$ cat src/rtl/dmem_arb_pkg.sv
// dmem_arb_pkg: shared state encoding, port indices and default widths for the data-memory arbiter
package dmem_arb_pkg;
  localparam int DATA_W = 28;
  localparam int ADDR_W = 8;
  localparam int PORT_C = 0;
  localparam int PORT_I = 1;
  typedef enum logic {IDLE, RD_WAIT} state_t;
endpackage

$ cat src/rtl/dmem_arbiter_rr_pick2.sv
// rr_pick2: 2-way round-robin picker; on a tie grants the port not granted last (i_last: 0=C, 1=I)
//   i_req[1:0] in  requests (bit 0 = C, bit 1 = I)
//   i_last     in  port granted most recently
//   o_gnt[1:0] out one-hot grant, zero when nothing requests
module rr_pick2 (
  input  logic [1:0] i_req,
  input  logic       i_last,
  output logic [1:0] o_gnt
);
  assign o_gnt = &i_req ? (i_last ? 2'b01 : 2'b10) : i_req;
endmodule

$ cat src/rtl/dmem_arbiter.sv
// dmem_arbiter: shares the single-port data memory between the CPU (C) and io/loader (I) ports
//   c_*/i_*  : valid/grant request ports, 1-cycle read return (x_rvalid/x_rdata)
//   cpu_stall: CPU must hold pc_we/reg_we this cycle
//   mem_*    : single-port memory interface, mem_rdata valid one cycle after the address
//   DMEM_ARB_LOCK_EN: adds i_lock; an I grant with i_lock=1 keeps the memory for port I
module dmem_arbiter #(
  parameter int DATA_W = dmem_arb_pkg::DATA_W,
  parameter int ADDR_W = dmem_arb_pkg::ADDR_W
) (
  input  logic              clk,
  input  logic              rst,
  input  logic              c_req,
  input  logic              c_we,
  input  logic [ADDR_W-1:0] c_addr,
  input  logic [DATA_W-1:0] c_wdata,
  output logic              c_gnt,
  output logic              c_rvalid,
  output logic [DATA_W-1:0] c_rdata,
  input  logic              i_req,
  input  logic              i_we,
  input  logic [ADDR_W-1:0] i_addr,
  input  logic [DATA_W-1:0] i_wdata,
  output logic              i_gnt,
  output logic              i_rvalid,
  output logic [DATA_W-1:0] i_rdata,
`ifdef DMEM_ARB_LOCK_EN
  input  logic              i_lock,
`endif
  output logic              cpu_stall,
  output logic              mem_we,
  output logic [ADDR_W-1:0] mem_addr,
  output logic [DATA_W-1:0] mem_wdata,
  input  logic [DATA_W-1:0] mem_rdata
);
  import dmem_arb_pkg::*;
  state_t      r_state, w_state_nxt;
  logic        r_last, r_owner;
  logic        w_idle, w_rd_wait;
  logic [1:0]  w_req, w_gnt;
  // reset forces every output low in the reset cycle, which also drops an in-flight read
  assign w_idle    = ~rst & (r_state == IDLE);
  assign w_rd_wait = ~rst & (r_state == RD_WAIT);
`ifdef DMEM_ARB_LOCK_EN
  logic r_lock;
  assign w_req = {i_req, c_req & ~r_lock} & {2{w_idle}};
`else
  assign w_req = {i_req, c_req} & {2{w_idle}};
`endif
  rr_pick2 u_pick (
    .i_req (w_req),
    .i_last(r_last),
    .o_gnt (w_gnt)
  );
  always_comb begin
    c_gnt       = w_gnt[PORT_C];
    i_gnt       = w_gnt[PORT_I];
    mem_we      = c_gnt ? c_we : i_gnt & i_we;
    mem_addr    = c_gnt ? c_addr : i_gnt ? i_addr : '0;
    mem_wdata   = c_gnt ? c_wdata : i_gnt ? i_wdata : '0;
    c_rvalid    = w_rd_wait & (r_owner == 1'(PORT_C));
    i_rvalid    = w_rd_wait & (r_owner == 1'(PORT_I));
    c_rdata     = c_rvalid ? mem_rdata : '0;
    i_rdata     = i_rvalid ? mem_rdata : '0;
    cpu_stall   = (c_req & ~c_gnt & ~rst) | c_rvalid;
    w_state_nxt = (|w_gnt & ~mem_we) ? RD_WAIT : IDLE;
  end
  always_ff @(posedge clk) begin
    if (rst) begin
      r_state <= IDLE;
      r_last  <= 1'(PORT_I);
      r_owner <= 1'(PORT_C);
    end else begin
      r_state <= w_state_nxt;
      if (|w_gnt) r_last <= w_gnt[PORT_I];
      if (|w_gnt & ~mem_we) r_owner <= w_gnt[PORT_I];
    end
  end
`ifdef DMEM_ARB_LOCK_EN
  always_ff @(posedge clk) begin
    if (rst) r_lock <= 1'b0;
    else if (i_gnt) r_lock <= i_lock;
  end
`endif
endmodule

$ cat config.mk
export PLATFORM = sky130hd
export DESIGN_NAME = dmem_arbiter
export DESIGN_NICKNAME = d
export VERILOG_FILES = /design/src/rtl/dmem_arb_pkg.sv /design/src/rtl/dmem_arbiter_rr_pick2.sv /design/src/rtl/dmem_arbiter.sv
export SDC_FILE = /design/constraint.sdc
export NUM_CORES = 1
export LEC_CHECK = 0
export BUFFER_PORTS_ARGS = -buffer_cell sky130_fd_sc_hd__buf_2
export CORE_AREA = 2 2 79 81
export CTS_CLUSTER_SIZE = 25
export DETAILED_ROUTE_END_ITERATION = 16
export DIE_AREA = 0 0 81 83
export GPL_TIMING_DRIVEN = 0
export PLACE_DENSITY = 0.61
export SYNTH_ARGS = -nofsm -noshare
export SYNTH_HDL_FRONTEND = slang
export SYNTH_SLANG_ARGS = --single-unit
$ cat constraint.sdc
create_clock -name clk -period 1.7 [get_ports clk]
set_input_delay 0.17 -clock clk [delete_from_list [all_inputs] [get_ports clk]]
set_output_delay 0.17 -clock clk [all_outputs]
set_load 0.03 [all_outputs]
==> run_results.csv, run 1 <==
group,metric,value,unit
clock_tree,cts_max_level,1,
pwr,p_int,0.4998,mW
route,drtIter0Drc,25,
synth,yosys.area.top_type_share,36.70,%
route,final_antenna_net_count,0,
synth,synth-edff-count,0,
synth,ys_seq_area_share,6.291,%
synth,syn_inst,128,
placed_design,io_buffer_count,203,
final_layout,finalInstanceArea,2251,µm²
timing,post-route-period-util,97.52,%
pwr,combPwrFrac,67.4,%
synth,syn-num-nets,234,
worst_setup_path,startpoint_type,"flop",
worst_setup_path,worst_ep_arrival_time,1.49,ns
route,wl,4.916,mm
outcome,status,"completed",
synth,synth_ff_type,"dfxtp_1",
run,drv_cap,0,
pwr,power_leakage,1.439,nW
synth,yosysUniqueCellTypes,22,
final_layout,fin_nets,445,
global_route,grt_pass1_wl,7.162,mm
worst_setup_path,path_class,"reg2out",
timing,holdWs,0.2636,ns
worst_setup_path,reg2reg_depth,4,
worst_setup_path,crit_chain,"a21bo_1, nor3_4, buf_2, a22o_1, buf_2",
route,vias,1768,
worst_setup_path,crit_top_cell,"buf_2",
timing,rsz0062_at_grt,"true",
die,ios,204,
pwr,peakVddDrop,0.2929,mV
timing,skew,0.002454,ns
clock_tree,clock_path_buffers,2,
die,die_h,83,µm
synth,post_synth.cell_area_avg,7.458,µm²
die,start_util,16.42,%
die,row_count,28,
clock_tree,clk_latency,0.22,ns
timing,drv_slew,0,
final_layout,area_growth,135.8,%
final_layout,mostFrequentLayoutCells,"buf_2 (189), and2_1 (56), a22o_1 (37), buf_4 (16), clkbuf_4 (7)",
final_layout,diodes,0,
timing,finalHoldViolCount,0,
final_layout,drive_above_1_share,68.34,%
die,dieArea,6723,µm²
synth,synthTopCellsByArea,"and2_1 (37%), a22o_1 (34%), dfxtp_1 (6.3%)",
min_path,hold_class,"in2reg",
global_route,grt_pass1_vias,1657,
final_layout,final_common_cell,"buf_2",
global_route,overflow,0,
placed_design,gp_congestion,0.7323,
global_route,grtUsageTotal,13.07,%
final_layout,fin_cells,413,
placed_design,dpl_cell_area,2064,µm²
synth,synth_seq_cells,3,
timing,setup_violations,0,
route,drt_pre_antenna_iters,4,
route,wire_per_inst,11.90,µm
worst_setup_path,crit_fanout,10,
pwr,power.share.clock,23.3,%
synth,yosys_warnings,0,
global_route,grt_max_degree,11,
min_path,whs_path_depth,3,
pwr,p_seq_share,9.4,%
timing,fmax,603.2,MHz
synth,synth_top_area_cell,"and2_1",
clock_tree,cts_buffers,3,
clock_tree,cts.clk_slew.worst_paths,0.03,ns
worst_setup_path,critPathRequiredTime,1.53,ns
pwr,cellPowerDensity,395.7,nW/µm²
placed_design,hpwl,4.287,mm
route,vias_per_cell,4.281,
placed_design,dp_cells,406,
global_route,antenna_found_initial,0,
worst_setup_path,cpPeakStageDelay,0.32,ns
pwr,p_sw,0.3909,mW
clock_tree,root_buffer,"clkbuf_8",
timing,fin_tns_setup,0,ns
die,dieWidth,81,µm
timing,period_needed,1.658,ns
clock_tree,cts_tree,"done",
worst_setup_path,slowest_stage,"dfxtp_2",
synth,synthArstFlopShare,0,%
clock_tree,cts.sinks,3,
timing,max_slew_margin,81.57,%
worst_setup_path,worst-r2r-setup-slack,0.59,ns
die,fp.coreArea,5816,µm²
route,drc_errors,0,
worst_setup_path,critPathCaptureType,"output port",
timing,tightest_slew,0.2743,ns
pwr,switching_share,43.89,%
synth,syn_area,954.7,µm²
kinds of logic (layout without fill, tap and decap cells):
| family | after synthesis | in the layout | share of synthesized area, % |
|---|---|---|---|
| DFF | 3 | 3 | 6.291 |
| buffers and inverters | 17 | 227 | 9.699 |
| and+or+nand+nor | 66 | 66 | 45.22 |
| AOI/OAI and AO/OA | 42 | 42 | 38.79 |
path summary, 6_finish.rpt:
kind                 from            to
hold reg to reg   r_state       r_state
setup reg to reg   r_last       r_owner
setup / recovery   r_last  mem_wdata[8]
hold / removal       c_we       r_owner
flip-flops by register name, summed over array words and instances, names as in the netlist:
| name | count |
|---|---|
| r_last | 1 |
| r_owner | 1 |
| r_state | 1 |
cell usage after synthesis (2+ instances only):
cell,n
a22o_1,37
buf_4,3
nor3_2,2
buf_2,8
nand2b_1,2
clkbuf_1,2
inv_1,2
and2_1,56
dfxtp_1,3
worst max-delay path, delay by kind of cell, from the launching register on:
kind	cells	cell delay, ns
AO/OA/AOI/OAI	2	0.36
buffers and inverters	2	0.43
flip-flops	1	0.32
AND/OR/NAND/NOR	1	0.16
per-stage QoR:
step | worst slack, ns | utilization (%) | power [mW]
after detailed placement | 0.05015 | 35.50 | 0.6414
after global placement | 0.06041 | 35.50 | 0.6340
after CTS | 0.0003519 | 37.61 | 0.8755
after global routing | -0.04317 | 38.70 | 0.9470
after floorplan | 0.2331 | - | 0.4095
final | 0.04209 | 38.70 | 0.8908
power by group through the flow:
stage	registers [mW]	logic (mW)	clock network (mW)
floorplan	0.0827	0.327	0
global placement	0.0833	0.551	0
CTS	0.0829	0.581	0.211
global route	0.0842	0.642	0.221
finish	0.0834	0.600	0.207
detailed placement	0.0834	0.558	0
routing by layer:
metal  up-vias  global-route usage (%)  wire length [µm]
met5         -                       0                 0
met4         0                   2.773                37
met3         4                   3.152               598
met2       115                   27.12              2603
met1       768                   12.20              1676
li1        881                       -                 -
what timing repair did:
| action | in CTS | in global routing |
|---|---|---|
| hold buffers | 0 | 0 |
| endpoints found under the hold margin | 0 | 0 |
| resized for setup | 13 | 38 |
| endpoints found under the setup margin | 49 | 51 |
| pin swaps | 0 | 3 |
| buffers inserted | 4 | 0 |
area by class of cell:
| type | count | area [µm²] |
|---|---|---|
| well taps | 75 | 93.84 |
| clock buffers | 4 | 45.04 |
| flip-flops and latches | 3 | 65.06 |
| fillers | 613 | 3565 |
| inverters | 3 | 11.26 |
| multi-input cells | 108 | 810.8 |
| repair buffers | 207 | 1115 |
| plain buffers | 13 | 110.1 |
Note: power is estimated with default switching activity, not from simulation.
==> run 2, diff against run 1 <==
--- a/config.mk
+++ b/config.mk
@@ -11,7 +11,6 @@
 export DETAILED_ROUTE_END_ITERATION = 16
 export DIE_AREA = 0 0 81 83
 export GPL_TIMING_DRIVEN = 0
-export PLACE_DENSITY = 0.61
 export SYNTH_ARGS = -nofsm -noshare
 export SYNTH_HDL_FRONTEND = slang
 export SYNTH_SLANG_ARGS = --single-unit
==> run 2 against run 1 <==
Compared with the run above:
- the flow now finishes with violations (setup timing)
- clock skew shrank 0.0014 ns
- design area grew 5.2%
- power grew 4.9%
- setup slack lost 0.045 ns
- sequential cell count is the same
- cell count grew 0.97%
- critical path depth is the same
- first-iteration DRC count grew 36%
- sequential power is essentially flat
- count of clock-buffer cells in the layout is the same
- global-route usage shrank 0.066 points
- critical path type unchanged
==> run_results.csv, run 2 (synthesis results as in run 1) <==
group,metric,value,unit
outcome,status,"finished, violations left",
outcome,violations,"setup timing",
final_layout,drive_above_1_share,68.42,%
timing,setup_violations,1,
clock_tree,cts_tree,"done",
die,dieWidth,81,µm
worst_setup_path,cpLargestDelayFamily,"buffers and inverters",
final_layout,area_growth,148.0,%
die,fp.coreArea,5816,µm²
clock_tree,cts_max_level,1,
route,drc_errors,0,
placed_design,io_buffer_count,203,
worst_setup_path,cpPeakStageDelay,0.36,ns
die,start_util,16.42,%
placed_design,hpwl,4.169,mm
die,dieArea,6723,µm²
pwr,total_power,0.9341,mW
route,drtIter0Drc,34,
die,ios,204,
global_route,grt_max_degree,11,
timing,fmax,587.1,MHz
final_layout,finalInstanceArea,2367,µm²
final_layout,diodes,0,
pwr,cellPowerDensity,394.6,nW/µm²
route,drt_pre_antenna_iters,4,
clock_tree,cts.clk_slew.worst_paths,0.03,ns
worst_setup_path,startpoint_type,"flop",
clock_tree,cts_buffers,3,
worst_setup_path,crit_cells,5,
pwr,power_leakage,1.483,nW
timing,holdWs,0.2602,ns
worst_setup_path,crit_buf_inv,3,
die,row_count,28,
route,wl,5.211,mm
worst_setup_path,slowest_stage,"dfxtp_4",
timing,finalHoldViolCount,0,
global_route,grtUsageTotal,13.00,%
pwr,peakVddDrop,0.3849,mV
route,final_antenna_net_count,0,
timing,tightest_slew,0.2950,ns
global_route,grt_pass1_vias,1587,
timing,post-route-period-util,100.2,%
global_route,grt_pass1_wl,7.072,mm
final_layout,final_common_cell,"buf_2",
clock_tree,root_buffer,"clkbuf_8",
worst_setup_path,critPathCaptureType,"output port",
global_route,antenna_found_initial,0,
worst_setup_path,reg2reg_depth,4,
worst_setup_path,path_class,"reg2out",
final_layout,fin_nets,449,
worst_setup_path,worst_ep_arrival_time,1.53,ns
worst_setup_path,crit_top_cell,"buf_6",
timing,max_slew_margin,80.18,%
worst_setup_path,crit_fanout,6,
final_layout,top_regs,"r_last x1, r_owner x1, r_state x1",
clock_tree,cts_hold_buffers,0,
placed_design,gp_congestion,0.7616,
route,wire_per_inst,12.50,µm
min_path,hold_class,"in2reg",
final_layout,mostFrequentLayoutCells,"buf_2 (185), and2_1 (56), a22o_1 (37), buf_6 (24), buf_4 (10)",
run,drv_cap,0,
timing,drv_slew,0,
final_layout,final_core_utilization,40.71,%
min_path,whs_path_depth,3,
timing,worst_slack,-0.003370,ns
timing,period_needed,1.703,ns
timing,rsz0062_at_grt,"true",
global_route,overflow,0,
timing,skew,0.001007,ns
route,vias,1757,
clock_tree,clock_path_buffers,2,
clock_tree,cts.sinks,3,
worst_setup_path,critPathRequiredTime,1.53,ns
die,die_h,83,µm
worst_setup_path,crit_chain,"nor4_4, buf_6, buf_6, a22o_1, buf_6",
route,vias_per_cell,4.213,
placed_design,dpl_cell_area,2064,µm²
clock_tree,clk_latency,0.21,ns
run 2: routing by layer:
metal  global-route usage, %  wire (µm)  up-vias
met5                       0          0        -
met4                   1.695         11        0
met3                   3.043        571        2
met2                   27.95       2847      111
met1                   11.80       1780      758
li1                        -          -      886
run 2: worst paths after layout:
check               start       endpoint  slack (ns)
hold / removal       c_we        r_owner        0.26
setup / recovery  r_state  mem_wdata[15]      -0.003
setup reg to reg   r_last        r_owner        0.60
hold reg to reg   r_state        r_state        0.48
run 2: timing repair:
action / 4_1_cts / 5_1_grt
setup endpoints to repair: 41 / 72
gates resized for setup: 13 / 66
pin swaps: 0 / 12
setup buffers: 6 / 0
gates cloned: 0 / 2
run 2: cell type report:
class / instances / area (µm²)
fillers: 608 / 3448
repair buffers: 211 / 1232
multi-input cells: 108 / 808.3
plain buffers: 13 / 111.4
well taps: 75 / 93.84
flip-flops and latches: 3 / 65.06
clock buffers: 4 / 45.04
inverters: 3 / 11.26
run 2: worst min-delay path, cell delays in order:
cell,delay [ns]
buf_2,0.11
nor4_1,0.05
o2bb2ai_1,0.11
run 2: where the power goes:
group          internal [mW]  switching [mW]
registers             0.0766         0.00706
logic                  0.295           0.348
clock network          0.160          0.0474
run 2: per-stage QoR:
stage               instances  worst slack, ns   TNS (ns)
finish                    417        -0.003370  -0.003370
global route              417         -0.08351     -1.618
CTS                       416         0.002681          0
detailed placement        406          0.07553          0
global placement          406          0.06466          0
floorplan                 128           0.2331          0
